===== src/rtl/stream_arbiter.sv =====
// Merges CHANNELS stb/ack input streams onto one tagged stb/ack output stream.
// Round-robin (MODE 0) or fixed lowest-index priority (MODE 1), one word in flight.
module stream_arbiter #(
   parameter int WIDTH    = 16,
   parameter int CHANNELS = 4,
   parameter int CH_BITS  = 2,
   parameter int MODE     = 0
) (
   input  logic                      clk,
   input  logic                      rst,
   input  logic [CHANNELS*WIDTH-1:0] input_data,
   input  logic [CHANNELS-1:0]       input_stb,
   output logic [CHANNELS-1:0]       input_ack,
   output logic [WIDTH-1:0]          output_z,
   output logic [CH_BITS-1:0]        output_z_channel,
   output logic                      output_z_stb,
   input  logic                      output_z_ack
);

   localparam logic [1:0] ARBITRATE = 2'd0;
   localparam logic [1:0] ACCEPT    = 2'd1;
   localparam logic [1:0] SEND      = 2'd2;

   logic [1:0]          state_q, state_d;
   logic [CH_BITS-1:0]  grant_q, grant_d;
   logic [CH_BITS-1:0]  last_q, last_d;
   logic [CHANNELS-1:0] ack_q, ack_d;
   logic [WIDTH-1:0]    z_q, z_d;
   logic [CH_BITS-1:0]  zch_q, zch_d;
   logic                zstb_q, zstb_d;

   logic [CH_BITS-1:0]  sel;
   logic                found;
   logic [WIDTH-1:0]    cur_data;

   // Candidate k is last+1+k modulo CHANNELS; since last < CHANNELS one subtraction wraps it.
   always_comb begin
      int idx;
      logic [CH_BITS-1:0] cand;
      idx   = 0;
      cand  = '0;
      sel   = '0;
      found = 1'b0;
      for (int k = 0; k < CHANNELS; k++) begin
         if (MODE == 1) begin
            idx = k;
         end else begin
            idx = int'(last_q) + 1 + k;
            if (idx >= CHANNELS) idx = idx - CHANNELS;
         end
         cand = CH_BITS'(idx);
         if (!found && input_stb[cand]) begin
            found = 1'b1;
            sel   = cand;
         end
      end
   end

   assign cur_data = input_data[int'(grant_q)*WIDTH +: WIDTH];

   always_comb begin
      state_d = state_q;
      grant_d = grant_q;
      last_d  = last_q;
      ack_d   = ack_q;
      z_d     = z_q;
      zch_d   = zch_q;
      zstb_d  = zstb_q;
      case (state_q)
         ARBITRATE: begin
            if (found) begin
               grant_d = sel;
               ack_d   = CHANNELS'(1) << sel;
               state_d = ACCEPT;
            end
         end
         ACCEPT: begin
            if (input_stb[grant_q] && ack_q[grant_q]) begin
               z_d     = cur_data;
               zch_d   = grant_q;
               ack_d   = '0;
               zstb_d  = 1'b1;
               state_d = SEND;
            end
         end
         SEND: begin
            if (output_z_ack) begin
               zstb_d  = 1'b0;
               last_d  = grant_q;
               state_d = ARBITRATE;
            end
         end
         default: begin
            ack_d   = '0;
            zstb_d  = 1'b0;
            state_d = ARBITRATE;
         end
      endcase
   end

   always_ff @(posedge clk) begin
      if (rst) begin
         state_q <= ARBITRATE;
         grant_q <= '0;
         last_q  <= CH_BITS'(CHANNELS - 1);
         ack_q   <= '0;
         z_q     <= '0;
         zch_q   <= '0;
         zstb_q  <= 1'b0;
      end else begin
         state_q <= state_d;
         grant_q <= grant_d;
         last_q  <= last_d;
         ack_q   <= ack_d;
         z_q     <= z_d;
         zch_q   <= zch_d;
         zstb_q  <= zstb_d;
      end
   end

   assign input_ack        = ack_q;
   assign output_z         = z_q;
   assign output_z_channel = zch_q;
   assign output_z_stb     = zstb_q;

endmodule


===== config.mk =====
export PLATFORM = sky130hd
export DESIGN_NAME = stream_arbiter
export DESIGN_NICKNAME = d
export VERILOG_FILES = /design/src/rtl/stream_arbiter.sv
export SDC_FILE = /design/constraint.sdc
export NUM_CORES = 1
export LEC_CHECK = 0
export CAP_MARGIN = 0
export CORE_ASPECT_RATIO = 1.4
export CORE_UTILIZATION = 39
export DETAILED_ROUTE_END_ITERATION = 6
export GPL_TIMING_DRIVEN = 0
export MAX_ROUTING_LAYER = met4
export PLACE_DENSITY = 0.81
export SLEW_MARGIN = 20
export SYNTH_ARGS = -nofsm -noshare
export SYNTH_HDL_FRONTEND = slang
export SYNTH_SLANG_ARGS = --single-unit

===== constraint.sdc =====
create_clock -name clk -period 2 [get_ports clk]
set_input_delay 0.5 -clock clk [delete_from_list [all_inputs] [get_ports clk]]
set_output_delay 0.5 -clock clk [all_outputs]
set_load 0.1 [all_outputs]

# After elaboration in Yosys (flattened, before gate mapping)
# Cells that the tools add are included.
[op_classes]
addsub = 8
n_lt_le_gt_ge = 9
eq_ne = 5
shift = 2
muxes = 34
n_bitwise = 2
reduce_logical = 14
[op_table]
columns = ["cell", "n"]
rows = [
  ["indexed part select 64 x 7 -> 16 bit", 1],
  ["two-way mux 2 bit", 11],
  ["less-than comparator 2 x 3 -> 1 bit, second input constant", 5],
  ["binary-select mux 1 bit (select 2 bit)", 6],
  ["greater-or-equal comparator 4 x 3 -> 1 bit, second input constant", 3],
  ["two-way mux 1 bit", 12],
  ["case mux 4 bit (3 select lines)", 1],
  ["AND reduction 3 bit", 3],
  ["adder 3 x 2 -> 4 bit, second input constant", 2],
  ["two-way mux 4 bit", 2],
  ["subtractor 2 x 1 -> 2 bit, second input constant", 4],
  ["!= test 2 bit, second input constant", 3],
  ["case mux 2 bit (3 select lines)", 1],
  ["AND reduction 2 bit", 3],
  ["adder 3 x 1 -> 4 bit, second input constant", 1],
  ["logical AND 1 bit", 4],
  ["<< shifter 1 x 2 -> 4 bit, first input constant", 1],
  ["adder 2 x 1 -> 3 bit, second input constant", 1],
  ["greater-or-equal comparator 3 bit, second input constant", 1],
  ["logical NOT 1 bit", 3],
  ["case mux 1 bit (3 select lines)", 1],
  ["equality test 2 x 1 -> 1 bit, second input constant", 1],
  ["equality test 2 bit, second input constant", 1],
  ["logical NOT 2 bit", 1],
  ["NOT 1 bit", 2],
]
[word_totals]
reg_bits = 29
inputBits = 71
output_inout_bits = 23

# Depth between registers and ports, before layout
# Gate-level depths: netlist of the first run.
[logic_depth]
word_depth = 18
ltp_mapped = 5
depth_no_buf = 4

# Least setup slack after synthesis of the first run
# No wires, ideal clock.
[synth_timing]
path_type = "register to register"
start = "reg ack_q[3] (netlist: input_ack[3])"
end = "reg z_q[0] (netlist: output_z[0])"
setup_time_ps = 132
t_arrival_ps = 1974
path_slack_ps = -106
stages_incl_launch_ff = 6
synth_period_minus_slack_ps = 2106
cell_sequence = "dfxtp_1 nand2_1 mux4_2 buf_6 o21ai_1 a21oi_1"
[synth_between]
elab_chain_len = 4
[synth_rtl]
columns = ["item", "line", "text"]
rows = [
  ["start: declaration", "27", "logic [CHANNELS-1:0] ack_q, ack_d;"],
  ["start signal: assignment", "114", "ack_q <= ack_d;"],
  ["binary-select mux 1 bit (select 2 bit)", "78", "if (input_stb[grant_q] && ack_q[grant_q]) begin"],
  ["two-way mux 1 bit (not written as such)", "78", ""],
  ["logical AND 1 bit", "78", ""],
  ["AND reduction 2 bit (no source line)", "--", ""],
  ["end signal: assignment", "115", "z_q <= z_d;"],
  ["end: declaration", "28", "logic [WIDTH-1:0] z_q, z_d;"],
]
# Every way passes these cells. The select of a mux whose other input is x is not followed.
# A chain may end at the register's enable or synchronous reset.

# Worst setup path in the final report of the first run
[layout_timing]
start = "reg z_q[6] (netlist: output_z[6])"
end = "out output_z[6]"
[layout_lines]
columns = ["item", "line", "text"]
rows = [
  ["end: declaration", "14", "output logic [WIDTH-1:0] output_z,"],
]
# No word-level cell between the ends.

==> results of run 1 <==
## kinds of logic after synthesis
group | Yosys count | share of synthesized area
simple gates | 54 | 0.1638
compound gates | 52 | 0.1905
flops | 29 | 0.3440
mux | 20 | 0.2520
buf+inv | 16 | 0.04965
## stage by stage
| stage | total power, uW | util | hold slack (ps) | setup slack [ps] |
|---|---|---|---|---|
| after detailed placement | 1165 | 0.6580 | 471.6 | -335.7 |
| after CTS | 1650 | 0.6765 | 477.2 | 3.751 |
| after floorplan | 949.4 | - | 457.1 | 212.2 |
| final | 1643 | 0.6827 | 475.8 | 29.72 |
| after global routing | 1715 | 0.6827 | 490.8 | 2.271 |
| after global placement | 1160 | 0.6580 | 459.9 | -307.7 |
## layer usage
| layer | wire [microns] | share of wire | global-route usage | vias to the layer above |
|---|---|---|---|---|
| li1 | - | - | - | 849 |
| met1 | 1875 | 0.37 | 0.2480 | 848 |
| met2 | 2853 | 0.56 | 0.4302 | 51 |
| met3 | 237 | 0.047 | 0.05511 | 9 |
| met4 | 108 | 0.021 | 0.1098 | 0 |
| met5 | 0 | 0 | - | - |
## sequential cells by signal, indices dropped and copies added (netlist names)
signal	flops
grant_q	2
input_ack	4
output_z_stb	1
output_z_channel	2
output_z	16
last_q	2
state_q	2
## repair_timing
item                                    CTS  global route
gates cloned                              0             0
pin swaps                                 0             0
hold buffers                              0             0
resized for setup                        25            19
setup buffers                             1             0
endpoints found under the setup margin   37            39
## final timing paths
| path | cells after the start | endpoint | slack, ps |
|---|---|---|---|
| worst max-delay path | 1 | output_z[6] | 30 |
| worst min-delay path | 2 | output_z[12]$_SDFFE_PP0P_ | 480 |
| worst max register to register | 5 | output_z[14]$_SDFFE_PP0P_ | 330 |
| worst min register to register | 2 | output_z[12]$_SDFFE_PP0P_ | 480 |
## placed cells by master, fill, tap and decap left out, types with 3 or more instances in the layout
cell type | synthesis | layout
sky130_fd_sc_hd__clkdlybuf4s50_1 | 0 | 65
sky130_fd_sc_hd__dfxtp_1 | 29 | 25
sky130_fd_sc_hd__a21oi_1 | 22 | 22
sky130_fd_sc_hd__nand3_1 | 20 | 20
sky130_fd_sc_hd__mux4_2 | 18 | 18
sky130_fd_sc_hd__clkdlybuf4s15_1 | 0 | 14
sky130_fd_sc_hd__o21ai_1 | 12 | 12
sky130_fd_sc_hd__dlygate4sd2_1 | 0 | 10
sky130_fd_sc_hd__nand2_1 | 8 | 8
sky130_fd_sc_hd__o21ai_0 | 7 | 7
sky130_fd_sc_hd__buf_2 | 6 | 6
sky130_fd_sc_hd__nor2_1 | 6 | 6
sky130_fd_sc_hd__clkbuf_8 | 0 | 6
sky130_fd_sc_hd__clkbuf_1 | 4 | 5
sky130_fd_sc_hd__nand2b_1 | 5 | 5
sky130_fd_sc_hd__nor3_1 | 4 | 4
sky130_fd_sc_hd__dfxtp_2 | 0 | 4
sky130_fd_sc_hd__and2_1 | 3 | 3
## synth_stat cells
master | n | area share
sky130_fd_sc_hd__o21ai_1 | 12 | 0.036
sky130_fd_sc_hd__a32o_2 | 2 | 0.013
sky130_fd_sc_hd__nand2_1 | 8 | 0.018
sky130_fd_sc_hd__nor2_1 | 6 | 0.013
sky130_fd_sc_hd__buf_2 | 6 | 0.018
sky130_fd_sc_hd__o32ai_4 | 1 | 0.016
sky130_fd_sc_hd__and2_1 | 3 | 0.011
sky130_fd_sc_hd__a211oi_1 | 2 | 0.0089
sky130_fd_sc_hd__mux4_2 | 18 | 0.24
sky130_fd_sc_hd__dfxtp_1 | 29 | 0.34
sky130_fd_sc_hd__buf_6 | 1 | 0.0067
sky130_fd_sc_hd__clkbuf_2 | 1 | 0.0030
sky130_fd_sc_hd__nand2b_1 | 5 | 0.019
sky130_fd_sc_hd__nor4_1 | 2 | 0.0074
sky130_fd_sc_hd__a21oi_2 | 1 | 0.0052
sky130_fd_sc_hd__clkbuf_1 | 4 | 0.0089
sky130_fd_sc_hd__inv_1 | 1 | 0.0022
sky130_fd_sc_hd__buf_1 | 1 | 0.0022
sky130_fd_sc_hd__o211ai_1 | 1 | 0.0044
sky130_fd_sc_hd__mux2i_1 | 2 | 0.012
sky130_fd_sc_hd__nand3b_1 | 1 | 0.0044
sky130_fd_sc_hd__or2b_1 | 2 | 0.0089
sky130_fd_sc_hd__o21ai_0 | 7 | 0.021
sky130_fd_sc_hd__a21oi_1 | 22 | 0.065
sky130_fd_sc_hd__buf_4 | 2 | 0.0089
sky130_fd_sc_hd__a211o_1 | 1 | 0.0052
sky130_fd_sc_hd__nor2b_1 | 2 | 0.0074
sky130_fd_sc_hd__and2_0 | 1 | 0.0037
sky130_fd_sc_hd__o22a_1 | 1 | 0.0052
sky130_fd_sc_hd__o2bb2ai_1 | 2 | 0.010
sky130_fd_sc_hd__nor3_1 | 4 | 0.012
sky130_fd_sc_hd__nand3_1 | 20 | 0.059
## power by group
| group | switching (uW) | internal (uW) | total, uW |
|---|---|---|---|
| registers | 12.8 | 600 | 612 |
| clock network | 223 | 273 | 496 |
| logic | 273 | 261 | 534 |
## area by class of cell
| type | instances | area share |
|---|---|---|
| inverter | 1 | 0.001356 |
| sequential | 29 | 0.2116 |
| timing repair buffer | 93 | 0.3354 |
| clock buffer | 7 | 0.03119 |
| tap | 43 | 0.01944 |
| buffer | 15 | 0.02893 |
| multi-input combinational | 126 | 0.3721 |
==> qor.txt, run 1 <==
number of buffers created by CTS = 5
Horiz. Die Dim = 57.60 microns
H-tree lvl count = 2
total grt overflow = 0
half-perimeter wire length of the detailed placement result = 3.920 mm
Pwr Density = 593.6 nW/um^2
layout-stage area growth over the synthesis result = 63.97%
violated checks = design-rule violations
highest attainable clock frequency = 0.5075 GHz
remaining max-slew budget at the tightest pin = 0.3424
post-DR vias/cell = 5.596
average detailed-routed wire length per instance = 16.16 microns
number of clock sinks = 29
final setup skew = 5.795 ps
cell area after technology mapping = 1688 sq um
Worst Setup End Kind = output pin
clock tree from TritonCTS = yes
max-slew violation count = 0
count of max-cap constraint violations = 0
number of failing hold endpoints at the final stage = 0
arrival time worst endpoint = 1470 ps
number of library cell types mapped by synthesis = 32
area of all placed cells without fillers = 2768 sq um
full die area = 4599 sq um
total of endpoints with negative setup slack in the final report = 0
yosys warns = 0
wire length of the first global-routing pass = 8.017 mm
Tmin final = 1970 ps
slowest cell on the critical path = sky130_fd_sc_hd__dlygate4sd2_1
Syn Inst Count = 171
Setup crit start = output_z[6]$_SDFFE_PP0P_
proportion of layout cells with a drive suffix above 1 = 0.1661
fill cell total of the finished layout = 353
routability congestion estimate from global placement = 0.7784
crit path buf inv count = 1
number of nets in the layout = 342
Storage cell area = 585.6 sq um
Placeable Area = 4054 sq um
Initial Utilization = 0.4164
origin of the critical flop-to-flop path = grant_q[1]$_SDFFE_PP0P_
worst hold path type = reg -> reg
Total Routing Usage GR = 0.2414
area taken by multi-input logic gates = 1030 sq um
number of cell rows = 27
number of antenna violations at the first check in global routing = 0
Synth Net Count = 242
Worst VDD drop = 557.8 uV
largest net degree at the start of global routing = 11
post-route antenna net violation count = 0
die height = 79.84 microns
CTS Root Cell = sky130_fd_sc_hd__clkbuf_8
sequence of cells on the critical path = dlygate4sd2_1
drt first-iter violations = 76
WS Path Type = reg -> out
Worst Setup Start Kind = flop
delay-heaviest family, CP = buffers and inverters
RSZ-0062 raised after global routing = no
total number of vias = 1757
portion of the post-synthesis area used by sequential elements = 0.3440
Placed Instances = 306
Avg Cell Area, Syn = 9.871 sq um
Total Wirelength = 5.074 mm
n_diodes = 0
final clock period utilization by the worst path = 0.9851
#FFs+latches synth = 29
number of buffers added on ports = 92
data required time at the worst endpoint = 1500 ps
standard cell area after detailed placement = 2668 sq um
sum of negative setup slack = 0 ps
CTS clock-pin slew for the worst setup and hold paths = 60 ps
first-pass iteration count of the detailed router = 6
Leak Pwr = 0.001031 uW
maximum buffer depth of the clock tree = 2
worst min-delay path startpoint = output_z[12]$_SDFFE_PP0P_
top-level port count = 94
result of the run = finished with violations
remaining routing DRC violations = 4
clock latency on the worst-skew pair = 280 ps
maximum fanout along the worst path = 2
Worst-Margin Slew = 990.3 ps
number of global-route vias before repair = 1738
delay contributed by the slowest stage of the critical path = 870 ps
non-filler cells in the finished layout = 314
No activity file was read; power rests on OpenSTA's default activity.
==> run 2, diff against run 1 <==
SLEW_MARGIN = not set   (was 20)
==> results of run 2 <==
Same layout as run 1: the final DEF is identical, and so are final timing and power.
==> run 3, diff against run 2 <==
GPL_ROUTABILITY_DRIVEN = 0   (was not set)
==> results of run 3 <==
Same layout as run 1: the final DEF is identical, and so are final timing and power.
